## config.mk

```make
export PLATFORM = sky130hd
export DESIGN_NAME = imem_fetch_bridge
export DESIGN_NICKNAME = d
export VERILOG_FILES = /design/src/rtl/imem_fetch_bridge.sv
export SDC_FILE = /design/constraint.sdc
export NUM_CORES = 1
export LEC_CHECK = 0
export ABC_AREA = 1
export BUFFER_PORTS_ARGS = -buffer_cell sky130_fd_sc_hd__buf_4
export CAP_MARGIN = 25
export CELL_PAD_IN_SITES_DETAIL_PLACEMENT = 0
export CELL_PAD_IN_SITES_GLOBAL_PLACEMENT = 1
export CORE_MARGIN = 2
export CORE_UTILIZATION = 45
export CTS_CLUSTER_DIAMETER = 30
export DETAILED_ROUTE_END_ITERATION = 10
export PLACE_DENSITY_LB_ADDON = 0.1
export SLEW_MARGIN = 40
export SYNTH_ARGS = -nofsm -noshare
export SYNTH_HDL_FRONTEND = slang
export SYNTH_SLANG_ARGS = --single-unit
```

## constraint.sdc

```tcl
create_clock -name clk_i -period 4.9 [get_ports clk_i]
set_clock_uncertainty 0.1 [all_clocks]
set_input_delay 0.49 -clock clk_i [delete_from_list [all_inputs] [get_ports clk_i]]
set_output_delay 0.49 -clock clk_i [all_outputs]
set_load 0.05 [all_outputs]
```

## src/rtl/imem_fetch_bridge.sv

```systemverilog
// Fetch-side bridge: core PC -> pipelined req/gnt/rvalid bus, registered {pc, instr} back to fetch.
// Optional bus error reporting under IMEM_FETCH_BRIDGE_ERR_EN.
//  state  | meaning
//  S_IDLE | no address phase outstanding
//  S_REQ  | bus_req_o held with a fixed address until bus_gnt_i
module imem_fetch_bridge #(
  parameter int unsigned MAX_OUTSTANDING = 2,
  parameter logic [31:0] NOP_INSTR       = 32'h0000_0013
) (
  input  logic        clk_i,
  input  logic        rst_i,
  input  logic [31:0] core_req_pc_i,
  output logic [31:0] core_rsp_pc_o,
  output logic [31:0] core_rsp_instr_o,
  output logic        bus_req_o,
  output logic [31:0] bus_addr_o,
  input  logic        bus_gnt_i,
  input  logic        bus_rvalid_i,
  input  logic [31:0] bus_rdata_i,
`ifdef IMEM_FETCH_BRIDGE_ERR_EN
  input  logic        bus_err_i,
  output logic        err_o,
  output logic [31:0] err_pc_o,
`endif
  output logic        busy_o
);

  typedef enum logic {S_IDLE, S_REQ} state_t;

  localparam logic [2:0] CNT_MAX  = 3'(MAX_OUTSTANDING);
  localparam logic [1:0] PTR_LAST = 2'(MAX_OUTSTANDING - 1);

  state_t      r_state, w_state_nxt;
  logic [31:0] r_addr, r_last_pc, r_rsp_pc, r_rsp_instr;
  logic        r_last_valid, r_pend_drop;
  logic [29:0] r_fifo_pc [4];
  logic [3:0]  r_fifo_drop;
  logic [1:0]  r_rd_ptr, r_wr_ptr;
  logic [2:0]  r_count;

  logic        w_issue, w_push, w_pop, w_redirect, w_stale_req, w_push_drop, w_deliver;
  logic [31:0] w_head_pc, w_rsp_data;

  function automatic logic [1:0] ptr_inc(input logic [1:0] p);
    return (p == PTR_LAST) ? 2'd0 : p + 2'd1;
  endfunction

  always_comb begin
    w_state_nxt = r_state;
    w_issue     = 1'b0;
    w_push      = 1'b0;
    case (r_state)
      S_IDLE: begin
        if ((r_count < CNT_MAX) && (!r_last_valid || (core_req_pc_i != r_last_pc))) begin
          w_issue     = 1'b1;
          w_state_nxt = S_REQ;
        end
      end
      S_REQ: begin
        if (bus_gnt_i) begin
          w_push      = 1'b1;
          w_state_nxt = S_IDLE;
        end
      end
      default: w_state_nxt = S_IDLE;
    endcase
  end

  assign w_redirect  = r_last_valid && (core_req_pc_i != r_last_pc);
  assign w_stale_req = core_req_pc_i[31:2] != r_addr[31:2];
  assign w_push_drop = r_pend_drop | w_stale_req;
  assign w_pop       = bus_rvalid_i && (r_count != 3'd0);
  assign w_head_pc   = {r_fifo_pc[r_rd_ptr], 2'b00};
  // A head popped in a redirect cycle belongs to the abandoned stream as well
  assign w_deliver   = w_pop && !r_fifo_drop[r_rd_ptr] && !w_redirect;

`ifdef IMEM_FETCH_BRIDGE_ERR_EN
  logic        r_err;
  logic [31:0] r_err_pc;

  assign w_rsp_data = bus_err_i ? 32'h0000_0000 : bus_rdata_i;

  always_ff @(posedge clk_i) begin
    if (rst_i) begin
      r_err    <= 1'b0;
      r_err_pc <= 32'h0;
    end else if (w_deliver && bus_err_i) begin
      r_err    <= 1'b1;
      r_err_pc <= w_head_pc;
    end
  end

  assign err_o    = r_err;
  assign err_pc_o = r_err_pc;
`else
  assign w_rsp_data = bus_rdata_i;
`endif

  always_ff @(posedge clk_i) begin
    if (w_push) r_fifo_pc[r_wr_ptr] <= r_addr[31:2];
  end

  always_ff @(posedge clk_i) begin
    if (rst_i) begin
      r_state      <= S_IDLE;
      r_addr       <= 32'h0;
      r_last_pc    <= 32'h0;
      r_last_valid <= 1'b0;
      r_pend_drop  <= 1'b0;
      r_fifo_drop  <= 4'h0;
      r_rd_ptr     <= 2'd0;
      r_wr_ptr     <= 2'd0;
      r_count      <= 3'd0;
      r_rsp_pc     <= 32'hFFFF_FFFF;
      r_rsp_instr  <= NOP_INSTR;
    end else begin
      r_state <= w_state_nxt;
      if (w_issue) begin
        r_addr      <= {core_req_pc_i[31:2], 2'b00};
        r_pend_drop <= 1'b0;
      end else if ((r_state == S_REQ) && w_stale_req) begin
        r_pend_drop <= 1'b1;
      end
      if (w_redirect) r_fifo_drop <= 4'hF;
      if (w_push) begin
        r_fifo_drop[r_wr_ptr] <= w_push_drop;
        r_wr_ptr              <= ptr_inc(r_wr_ptr);
        r_last_pc             <= r_addr;
        r_last_valid          <= 1'b1;
      end
      if (w_pop) r_rd_ptr <= ptr_inc(r_rd_ptr);
      if (w_push && !w_pop)      r_count <= r_count + 3'd1;
      else if (w_pop && !w_push) r_count <= r_count - 3'd1;
      if (w_deliver) begin
        r_rsp_pc    <= w_head_pc;
        r_rsp_instr <= w_rsp_data;
      end
    end
  end

  assign bus_req_o        = (r_state == S_REQ);
  assign bus_addr_o       = r_addr;
  assign core_rsp_pc_o    = r_rsp_pc;
  assign core_rsp_instr_o = r_rsp_instr;
  assign busy_o           = (r_count != 3'd0) || bus_req_o;

endmodule

```

==> results_dict.tcl, run 1 <==
set metrics [dict create \
    rsz0062_at_grt "no" \
    worst_pin_slew_ps 781.3 \
    cts_tree "yes" \
    finalCritPeriodShare 0.6140 \
    drc_errors 0 \
    wl_met2_mm 13.02 \
    grt_pass1_vias 8344 \
    hold-worst-slack_ps 80.33 \
    critPathRequiredTime_ps 5230 \
    wl_mm 27.79 \
    vias 8786 \
    die_w_um 159.2 \
    slew_violations 0 \
    netlist_top_cells_area "edfxtp_1, dfxtp_1, nand2_1, nand3_1, nor2_1" \
    dp.cells 1654 \
    fin_nets 1460 \
    synth_top_cell_by_area "edfxtp_1" \
    ys_ff_latch 257 \
    ctsHoldBuffers 0 \
    yosys_warnings 0 \
    crit_chain "inv_1 > nand2_1 > nand2_1 > inv_1 > nand2_1 > nor2_1 > nand2_1 > nor2_1 > nand2_2 > nand2_2 > buf_4 > nand3_1 > nand2_1 > nor2_1" \
    core-area_sq_um 23540 \
    start_util 0.4602 \
    setup_slack_ps 1892 \
    wl_per_cell_um 15.86 \
    cts_htree_levels 2 \
    setup_tns_ps 0 \
    grt_pass1_wl_mm 44.46 \
    stdcell_count 1752 \
    seq_power_share 0.329 \
    crit_arrival_ps 3340 \
    fillers 2128 \
    hold_violations 0 \
    cts.sinks 257 \
    cts_buffers 53 \
    switching_power_mw 3.989 \
    ioPinCount 166 \
    postCtsSetupBuffers 0 \
    grt_use_total 0.2171 \
    crit_type "reg2reg" \
    syn_area_sq_um 10830 \
    p_sw_frac 0.3896 \
    synthDistinctLibCells 29 \
    antenna_found_initial 0 \
    crit_fanout 64 \
    finalSetupViolCount 0 \
    io_buffers 163 \
    die_h_um 159.2 \
    max_stage_delay_ps 640 \
    max-slew-margin-rel 0.4786 \
    gr-total-overflow 0 \
    syn_inst 1236 \
    power_frac_clock 0.345 \
    place_congestion 0.7974 \
    dieArea_sq_um 25330 \
    path_clk_slew_ps 50 \
    std_cell_rows 56 \
    cp-start-kind "flop" \
    wl_met1_mm 12.62 \
    clk_path_buf_depth 3 \
    max_cap_violations 0 \
    yosysTopAreaCellShare 0.3326 \
    endpoint_kind "flop" \
    crit_slowest_cell "buf_4" \
    wl_met3_mm 1.706 \
    layout_min_cycle_time_ps 3008 \
    p_comb_frac 0.326 \
    cts_resized 0 \
    grt_max_degree 96 \
    crit_path_frequent_cell "nand2_1" \
    drt-vias-per-instance 5.015 \
    final_core_util 0.5938 \
    min_path_type "in2reg" \
    area_delta_synth_final_pct 29.02 \
    dp_hpwl_mm 17.17 \
    top_layer "met4" \
    firstDrtPassIters 5 \
    post-place-ws_ps 1568 \
    fmax_ghz 0.3324 \
    drt_iter0_markers 598 \
    vdd_ir_drop_max_v 0.0004336 \
    postSynthAreaPerCell_sq_um 8.765 \
    p_int_mw 6.251 \
    drive_gt1_frac 0.2010 \
    cts_root_buffer "clkbuf_16" \
    diodes 0 \
    p_per_area_nw_per_um2 732.6 \
    outcome "finished, final reports clean" \
    ys_seq_area_frac 0.5857 \
    clk_latency_ps 550 \
    ant_nets 0 \
    power.leakage_nw 6.020 \
]
==> logic make-up after synthesis <==
family,share of synthesized area
XOR/XNOR,0.01617
AO/OA/AOI/OAI,0.1139
flip-flops,0.5857
buffers and inverters,0.07842
AND/OR/NAND/NOR,0.2024
adder cells (fa/ha/maj),0.003003
other,0.0003461
==> cells in the mapped netlist <==
| master | instances |
|---|---|
| clkinv_1 | 2 |
| o22ai_1 | 35 |
| a21oi_2 | 3 |
| and3_1 | 1 |
| buf_8 | 4 |
| ha_1 | 1 |
| or2_2 | 6 |
| buf_4 | 3 |
| clkbuf_1 | 42 |
| o211ai_1 | 1 |
| inv_2 | 5 |
| fa_1 | 1 |
| xor2_1 | 7 |
| buf_2 | 19 |
| edfxtp_1 | 120 |
| buf_6 | 6 |
| nand3_1 | 135 |
| nand2_2 | 3 |
| nand2_1 | 211 |
| nand4_1 | 3 |
| nor2_1 | 161 |
| dfxtp_1 | 137 |
| a21oi_1 | 94 |
| inv_1 | 108 |
| o21ai_0 | 102 |
| conb_1 | 1 |
| nor3_1 | 8 |
| buf_1 | 4 |
| xnor2_1 | 13 |
==> metal layers <==
layer	up-vias	GRT usage
li1	4443	-
met1	4064	0.2948
met2	244	0.3553
met3	35	0.04480
met4	0	0.05909
met5	-	0
==> worst paths after layout <==
check	end	slack [ps]	startpoint	cells past startpoint
min	r_last_valid	80	rst_i	2
max	core_rsp_instr_o[26]	1890	r_last_pc[3]	14
max reg2reg	core_rsp_instr_o[26]	1890	r_last_pc[3]	14
min reg2reg	core_rsp_instr_o[1]	350	core_rsp_instr_o[1]	2
==> through the flow <==
| step | power (mW) | instance area (sq um) |
|---|---|---|
| after CTS | 10.32 | 13980 |
| final | 10.24 | 13980 |
| after global routing | 10.77 | 13980 |
| after global placement | 6.719 | 12170 |
| after detailed placement | 6.756 | 12180 |
| after floorplan | 5.712 | 10840 |
==> cell usage in the layout, fill, tap and decap left out, types with 35 or more instances in the layout <==
master / instances
clkbuf_16: 54
nand2_1: 211
dfxtp_1: 136
edfxtp_1: 120
nand3_1: 134
inv_1: 107
a21oi_1: 93
buf_4: 175
o21ai_0: 101
nor2_1: 158
o22ai_1: 35
==> power groups by stage <==
stage	Clock [mW]	Combinational [mW]	Sequential (mW)
after floorplan	0	1.44	4.27
after global placement	0	3.33	3.39
after detailed placement	0	3.35	3.40
after CTS	3.58	3.37	3.37
after global routing	3.69	3.64	3.44
final	3.53	3.34	3.37
==> critical path: cells and delay by family, from the launching register on <==
kind / cells / cell delay (ps)
simple gates: 11 / 1680
buf+inv: 3 / 750
flops: 1 / 350
==> cell type report <==
cell class / instances / area, sq um / share of cell area
Timing Repair Buffer: 176 / 1325 / 0.09479
Clock buffer: 66 / 1426 / 0.1020
Clock inverter: 32 / 372.9 / 0.02667
Sequential cell: 257 / 6347 / 0.4541
Multi-Input combinational cell: 787 / 3671 / 0.2626
Tap cell: 319 / 399.1 / 0.02855
Inverter: 115 / 436.7 / 0.03124
==> state kept, by name, summed over array words and instances (netlist names), 2 cells and up <==
signal            count
bus_addr_o           30
core_rsp_instr_o     32
core_rsp_pc_o        31
r_count               3
r_fifo_drop           4
r_fifo_pc           120
r_last_pc            30
r_rd_ptr              2
r_wr_ptr              2
Power figures use the tool's default switching activity.
==> inputs of run 2 (changes only) <==
--- a/config.mk
+++ b/config.mk
@@ -5,7 +5,7 @@
 export SDC_FILE = /design/constraint.sdc
 export NUM_CORES = 1
 export LEC_CHECK = 0
-export ABC_AREA = 1
+export ABC_AREA = 0
 export BUFFER_PORTS_ARGS = -buffer_cell sky130_fd_sc_hd__buf_4
 export CAP_MARGIN = 25
 export CELL_PAD_IN_SITES_DETAIL_PLACEMENT = 0
==> constraint.sdc (replaced) <==
create_clock -name clk_i -period 2.9 [get_ports clk_i]
set_clock_uncertainty 0.1 [all_clocks]
set_input_delay 0.29 -clock clk_i [delete_from_list [all_inputs] [get_ports clk_i]]
set_output_delay 0.29 -clock clk_i [all_outputs]
set_load 0.05 [all_outputs]
==> results_dict.tcl, run 2 <==
set metrics [dict create \
    max_cap_violations 0 \
    synth_top_flop_cell "dfxtp_1" \
    regMostFlops "r_fifo_pc" \
    final_common_cell "buf_4" \
    drive_gt1_frac 0.2573 \
    wl_mm 37.77 \
    die_w_um 171.1 \
    grt_pass1_wl_mm 58.71 \
    drt-vias-per-instance 5.974 \
    yosys_warnings 0 \
    cts_root_buffer "clkbuf_16" \
    critPathRequiredTime_ps 3200 \
    syn_area_sq_um 12570 \
    postSynthAreaPerCell_sq_um 10.45 \
    synth_top_cell_by_area "edfxtp_1" \
    synth-compound-area-share 0.1347 \
    dieArea_sq_um 29280 \
    place_congestion 0.7915 \
    synth_edf_count 120 \
    yosysMostFrequentCell "nand2_1" \
    drt_iter0_markers 827 \
    dp_hpwl_mm 22.48 \
    max_stage_delay_ps 760 \
    grt_pass1_vias 10203 \
    synthXorXnorAreaFrac 0.04461 \
    synthDistinctLibCells 44 \
    crit_path_frequent_cell "buf_12" \
    antenna_found_initial 0 \
    ctsHoldBuffers 42 \
    die_h_um 171.1 \
    muxShareOfSynthArea 0.05636 \
    r2r_slack_ps 310 \
    postCtsSetupBuffers 0 \
    area_delta_synth_final_pct 33.98 \
    grt_max_degree 144 \
    outcome "finished, final reports clean" \
    synth_top_family_by_area "simple AND/OR/NAND/NOR gates" \
    cts_tree "yes" \
    largest_reg_flops 120 \
    std_cell_rows 61 \
    crit_slowest_cell "or4_2" \
    yosysTopAreaCellShare 0.2868 \
    fmax_ghz 0.3694 \
    cts_resized 0 \
    fillers 2286 \
    io_buffers 163 \
    synth_fa_ha_area_frac 0.002589 \
    cts.sinks 257 \
    core-area_sq_um 27630 \
    layout_min_cycle_time_ps 2707 \
    syn_inst 1202 \
    gr-total-overflow 0 \
    finalSetupViolCount 0 \
    vias 10824 \
    hold_violations 0 \
    p_per_area_nw_per_um2 1111 \
    rsz0062_at_grt "no" \
    ant_nets 0 \
    seq_area_sq_um 6351 \
    final_cell_mix "buf_4, nand2_1, dfxtp_1" \
    crit_type "in2reg" \
    slew_violations 0 \
    synth_common_cells "nand2_1, dfxtp_1, edfxtp_1, clkbuf_1, nor3_1" \
    firstDrtPassIters 5 \
    worst_pin_slew_ps 805.4 \
    multiInputGateArea_sq_um 5679 \
    path_clk_slew_ps 40 \
    power.leakage_nw 5.839 \
    fin_nets 1453 \
    min_path_type "in2reg" \
    endpoint_kind "flop" \
    finalCritPeriodShare 0.9334 \
    netlist_top_cells_area "edfxtp_1, dfxtp_1, mux4_2, nand2_1, clkbuf_1" \
    synth_simple_gate_area_frac 0.2084 \
    cts_htree_levels 2 \
    setup_tns_ps 0 \
    ys_seq_area_frac 0.5050 \
    cts_buffers 61 \
    cp-start-kind "primary input" \
    grt_use_total 0.2565 \
    diodes 0 \
    crit_chain "dlygate4sd3_1 > buf_4 > xnor2_1 > nand4_1 > or4_2 > buf_12 > nor2_4 > buf_12 > o311ai_0" \
    clk_path_buf_depth 3 \
    vdd_ir_drop_max_v 0.001371 \
    finalPower_mw 18.71 \
    crit_fanout 35 \
    max-slew-margin-rel 0.4631 \
    clk_latency_ps 570 \
    ioPinCount 166 \
    drc_errors 0 \
    start_util 0.4548 \
    crit_arrival_ps 3010 \
    wl_per_cell_um 20.84 \
    synthArstFlopShare 0 \
    ys_ff_latch 257 \
]
## run 2: power by group
| group | internal, mW | total (mW) | switching, mW |
|---|---|---|---|
| combinational | 2.05 | 6.05 | 4.00 |
| sequential | 4.76 | 5.63 | 0.871 |
| clock | 4.84 | 7.03 | 2.19 |
## run 2: final cells by class
| cell class | instances | share of cell area |
|---|---|---|
| multi-input cells | 801 | 0.3373 |
| inverters | 5 | 0.001263 |
| repair buffers | 257 | 0.1285 |
| clock buffers | 68 | 0.09468 |
| flip-flops and latches | 257 | 0.3772 |
| clock inverters | 46 | 0.03292 |
| well taps | 378 | 0.02809 |
## run 2: stage by stage
stage	util	hold WS [ps]	cells	area, sq um	worst slack [ps]
global placement	0.5164	355.2	1656	14270	219.8
global route	0.6094	14.00	1812	16840	111.3
CTS	0.6094	6.425	1812	16840	220.7
finish	0.6094	18.59	1812	16840	193.1
floorplan	-	348.8	1203	12580	100.6
detailed placement	0.5164	359.7	1656	14270	214.7
## run 2: path summary, 6_finish.rpt
check	start	endpoint	depth (start not counted)
max	core_req_pc_i[14]	core_rsp_instr_o[14]	9
min	bus_rdata_i[8]	core_rsp_instr_o[8]	4
max reg2reg	r_last_pc[14]	core_rsp_instr_o[14]	7
min reg2reg	r_last_pc[29]	r_last_pc[29]	2
## run 2: kinds of logic (layout without fill, tap and decap cells)
| logic type | after synthesis | count (layout) |
|---|---|---|
| compound gates | 231 | 231 |
| xor+xnor | 64 | 64 |
| fa+ha+maj | 2 | 2 |
| buf+inv | 145 | 376 |
| flops | 257 | 257 |
| mux | 32 | 32 |
| other cells | 1 | 2 |
| simple gates | 470 | 470 |
## run 2: layer usage
| layer | routed length (um) | GRT usage | vias to the layer above | part of all wire |
|---|---|---|---|---|
| met5 | 0 | 0 | - | 0 |
| met3 | 2046 | 0.04071 | 56 | 0.054 |
| li1 | - | - | 5094 | - |
| met1 | 16770 | 0.3561 | 5344 | 0.44 |
| met4 | 724 | 0.07701 | 0 | 0.019 |
| met2 | 18230 | 0.4144 | 330 | 0.48 |
## run 2: critical path: cells and delay by family
family / cells / cell delay (ps)
simple gates: 3 / 1120
buf+inv: 4 / 1110
xor+xnor: 1 / 300
compound gates: 1 / 160
==> inputs of run 3 (changes only) <==
--- a/config.mk
+++ b/config.mk
@@ -10,11 +10,11 @@
 export CAP_MARGIN = 25
 export CELL_PAD_IN_SITES_DETAIL_PLACEMENT = 0
 export CELL_PAD_IN_SITES_GLOBAL_PLACEMENT = 1
-export CORE_MARGIN = 2
 export CORE_UTILIZATION = 45
 export CTS_CLUSTER_DIAMETER = 30
 export DETAILED_ROUTE_END_ITERATION = 10
 export PLACE_DENSITY_LB_ADDON = 0.1
+export REMOVE_ABC_BUFFERS = 1
 export SLEW_MARGIN = 40
 export SYNTH_ARGS = -nofsm -noshare
 export SYNTH_HDL_FRONTEND = slang
==> results_dict.tcl, run 3 (synthesized netlist as in run 2, its figures left out) <==
set metrics [dict create \
    outcome "finished, final reports clean" \
    rr_startpoint "r_last_pc[11]" \
    wl_per_cell_um 21.14 \
    die_h_um 169.1 \
    gr-total-overflow 0 \
    ioPinCount 166 \
    diodes 0 \
    max_stage_delay_ps 570 \
    finalSetupViolCount 0 \
    hold_violations 0 \
    drive_gt1_frac 0.2576 \
    final_core_util 0.6128 \
    final_cell_mix "buf_4, nand2_1, dfxtp_1" \
    drt_iter0_markers 927 \
    antenna_found_initial 0 \
    crit_fanout 52 \
    start_util 0.4624 \
    p_per_area_nw_per_um2 1092 \
    final_common_cell "buf_4" \
    hold-worst-slack_ps 7.674 \
    max-slew-margin-rel 0.5544 \
    drt-vias-per-instance 6.015 \
    grt_max_degree 141 \
    die_w_um 169.1 \
    crit_slowest_cell "dlygate4sd3_1" \
    power.leakage_nw 5.765 \
    cts_htree_levels 2 \
    dp.cells 1648 \
    cp_top_family "buffers and inverters" \
    crit_type "in2reg" \
    ant_nets 0 \
    wl_mm 37.83 \
    firstDrtPassIters 7 \
    cts_root_buffer "clkbuf_16" \
    place_congestion 0.7919 \
    fin_nets 1441 \
    r2r_slack_ps 240 \
    clk_path_buf_depth 3 \
    crit_arrival_ps 3120 \
    regMostFlops "r_fifo_pc" \
    fmax_ghz 0.3595 \
    io_buffers 163 \
    layout_min_cycle_time_ps 2781 \
    clk_latency_ps 560 \
    stdcell_count 1789 \
    area_delta_synth_final_pct 32.52 \
    slew_violations 0 \
    grt_pass1_wl_mm 59.44 \
    std_cell_rows 60 \
    worst_pin_slew_ps 662.3 \
    largest_reg_flops 120 \
    endpoint_kind "flop" \
    setup_tns_ps 0 \
    cts.sinks 257 \
    core-area_sq_um 27180 \
    path_clk_slew_ps 50 \
    vdd_ir_drop_max_v 0.0006726 \
    finalCritPeriodShare 0.9591 \
    multiInputGateArea_sq_um 5667 \
    crit_chain "dlygate4sd3_1 > buf_4 > xnor2_1 > nand4_1 > buf_4 > nor4_4 > buf_12 > a31o_2 > a21oi_1 > dlygate4sd3_1" \
    dp_hpwl_mm 21.83 \
    cts_tree "yes" \
    fillers 2254 \
    cp-start-kind "primary input" \
    hold_path_end "core_rsp_instr_o[4]" \
    hold_path.startpoint "bus_rdata_i[4]" \
    critPathRequiredTime_ps 3240 \
    max_cap_violations 0 \
    dieArea_sq_um 28600 \
    holdPathStages 3 \
    grt_use_total 0.2653 \
    vias 10761 \
    finalPower_mw 18.19 \
    cts_buffers 56 \
    seq_area_sq_um 6351 \
    min_path_type "in2reg" \
    r2r-end "bus_req_o" \
    drc_errors 0 \
    grt_pass1_vias 10452 \
    reg2regPathDepth 8 \
    worstPathBufferInverterCount 5 \
    rsz0062_at_grt "no" \
]
[run 3: cell count changes in the layout (fill, tap and decap cells not counted), sizes merged]
cell	change
dlygate4sd3	-8
clkinv	-7
inv	+7
clkbuf	-5
bufinv	-2
clkinvlp	-2
[run 3: how the worst max path moves through the flow]
stage	startpoint	endpoint	slack (ps)	depth (start not counted)
2_1_floorplan	r_rd_ptr[0]	core_rsp_instr_o[10]	-2320	5
3_3_place_gp	core_req_pc_i[25]	bus_addr_o[13]	90	7
3_5_place_dp	core_req_pc_i[25]	core_rsp_instr_o[9]	130	8
4_1_cts	core_req_pc_i[18]	bus_req_o	50	10
5_1_grt	core_req_pc_i[26]	bus_req_o	10	10
6_report	core_req_pc_i[25]	bus_req_o	120	10
[run 3: what timing repair did]
item	4_1_cts	5_1_grt
setup buffers	0	2
hold buffers	34	0
endpoints found under the hold margin	43	0
setup endpoints to repair	0	3
gates resized for setup	0	1
[run 3: worst min-delay path, delay by kind of cell]
| family | cells | cell delay, ps |
|---|---|---|
| simple gates | 1 | 40 |
| buf+inv | 1 | 80 |
| compound gates | 1 | 200 |
[run 3: per-layer routing]
metal	global-route usage	vias to the layer above	routed length, um
li1	-	5044	-
met2	0.4330	402	18160
met5	0	-	0
met1	0.3550	5243	16300
met4	0.09636	0	937
met3	0.04583	72	2430
[run 3: final cells by class]
class                   count  area share
clock inverters            42     0.03156
well taps                 372     0.02795
flip-flops and latches    257      0.3814
clock buffers              62     0.08919
repair buffers            250      0.1283
inverters                   5    0.001277
multi-input cells         801      0.3403
[run 3: power by group]
| part | switching [mW] | internal (mW) | leakage [nW] |
|---|---|---|---|
| sequential | 0.856 | 4.75 | 2.23 |
| combinational | 3.86 | 2.03 | 2.56 |
| clock | 2.22 | 4.47 | 0.975 |
| total | 6.94 | 11.2 | 5.76 |
[run 3: metrics by stage]
| stage | area [sq um] | setup slack, ps |
|---|---|---|
| floorplan | 11990 | -2319 |
| global placement | 14270 | 92.53 |
| detailed placement | 14270 | 128.9 |
| CTS | 16620 | 54.22 |
| global route | 16650 | 13.66 |
| finish | 16650 | 118.6 |
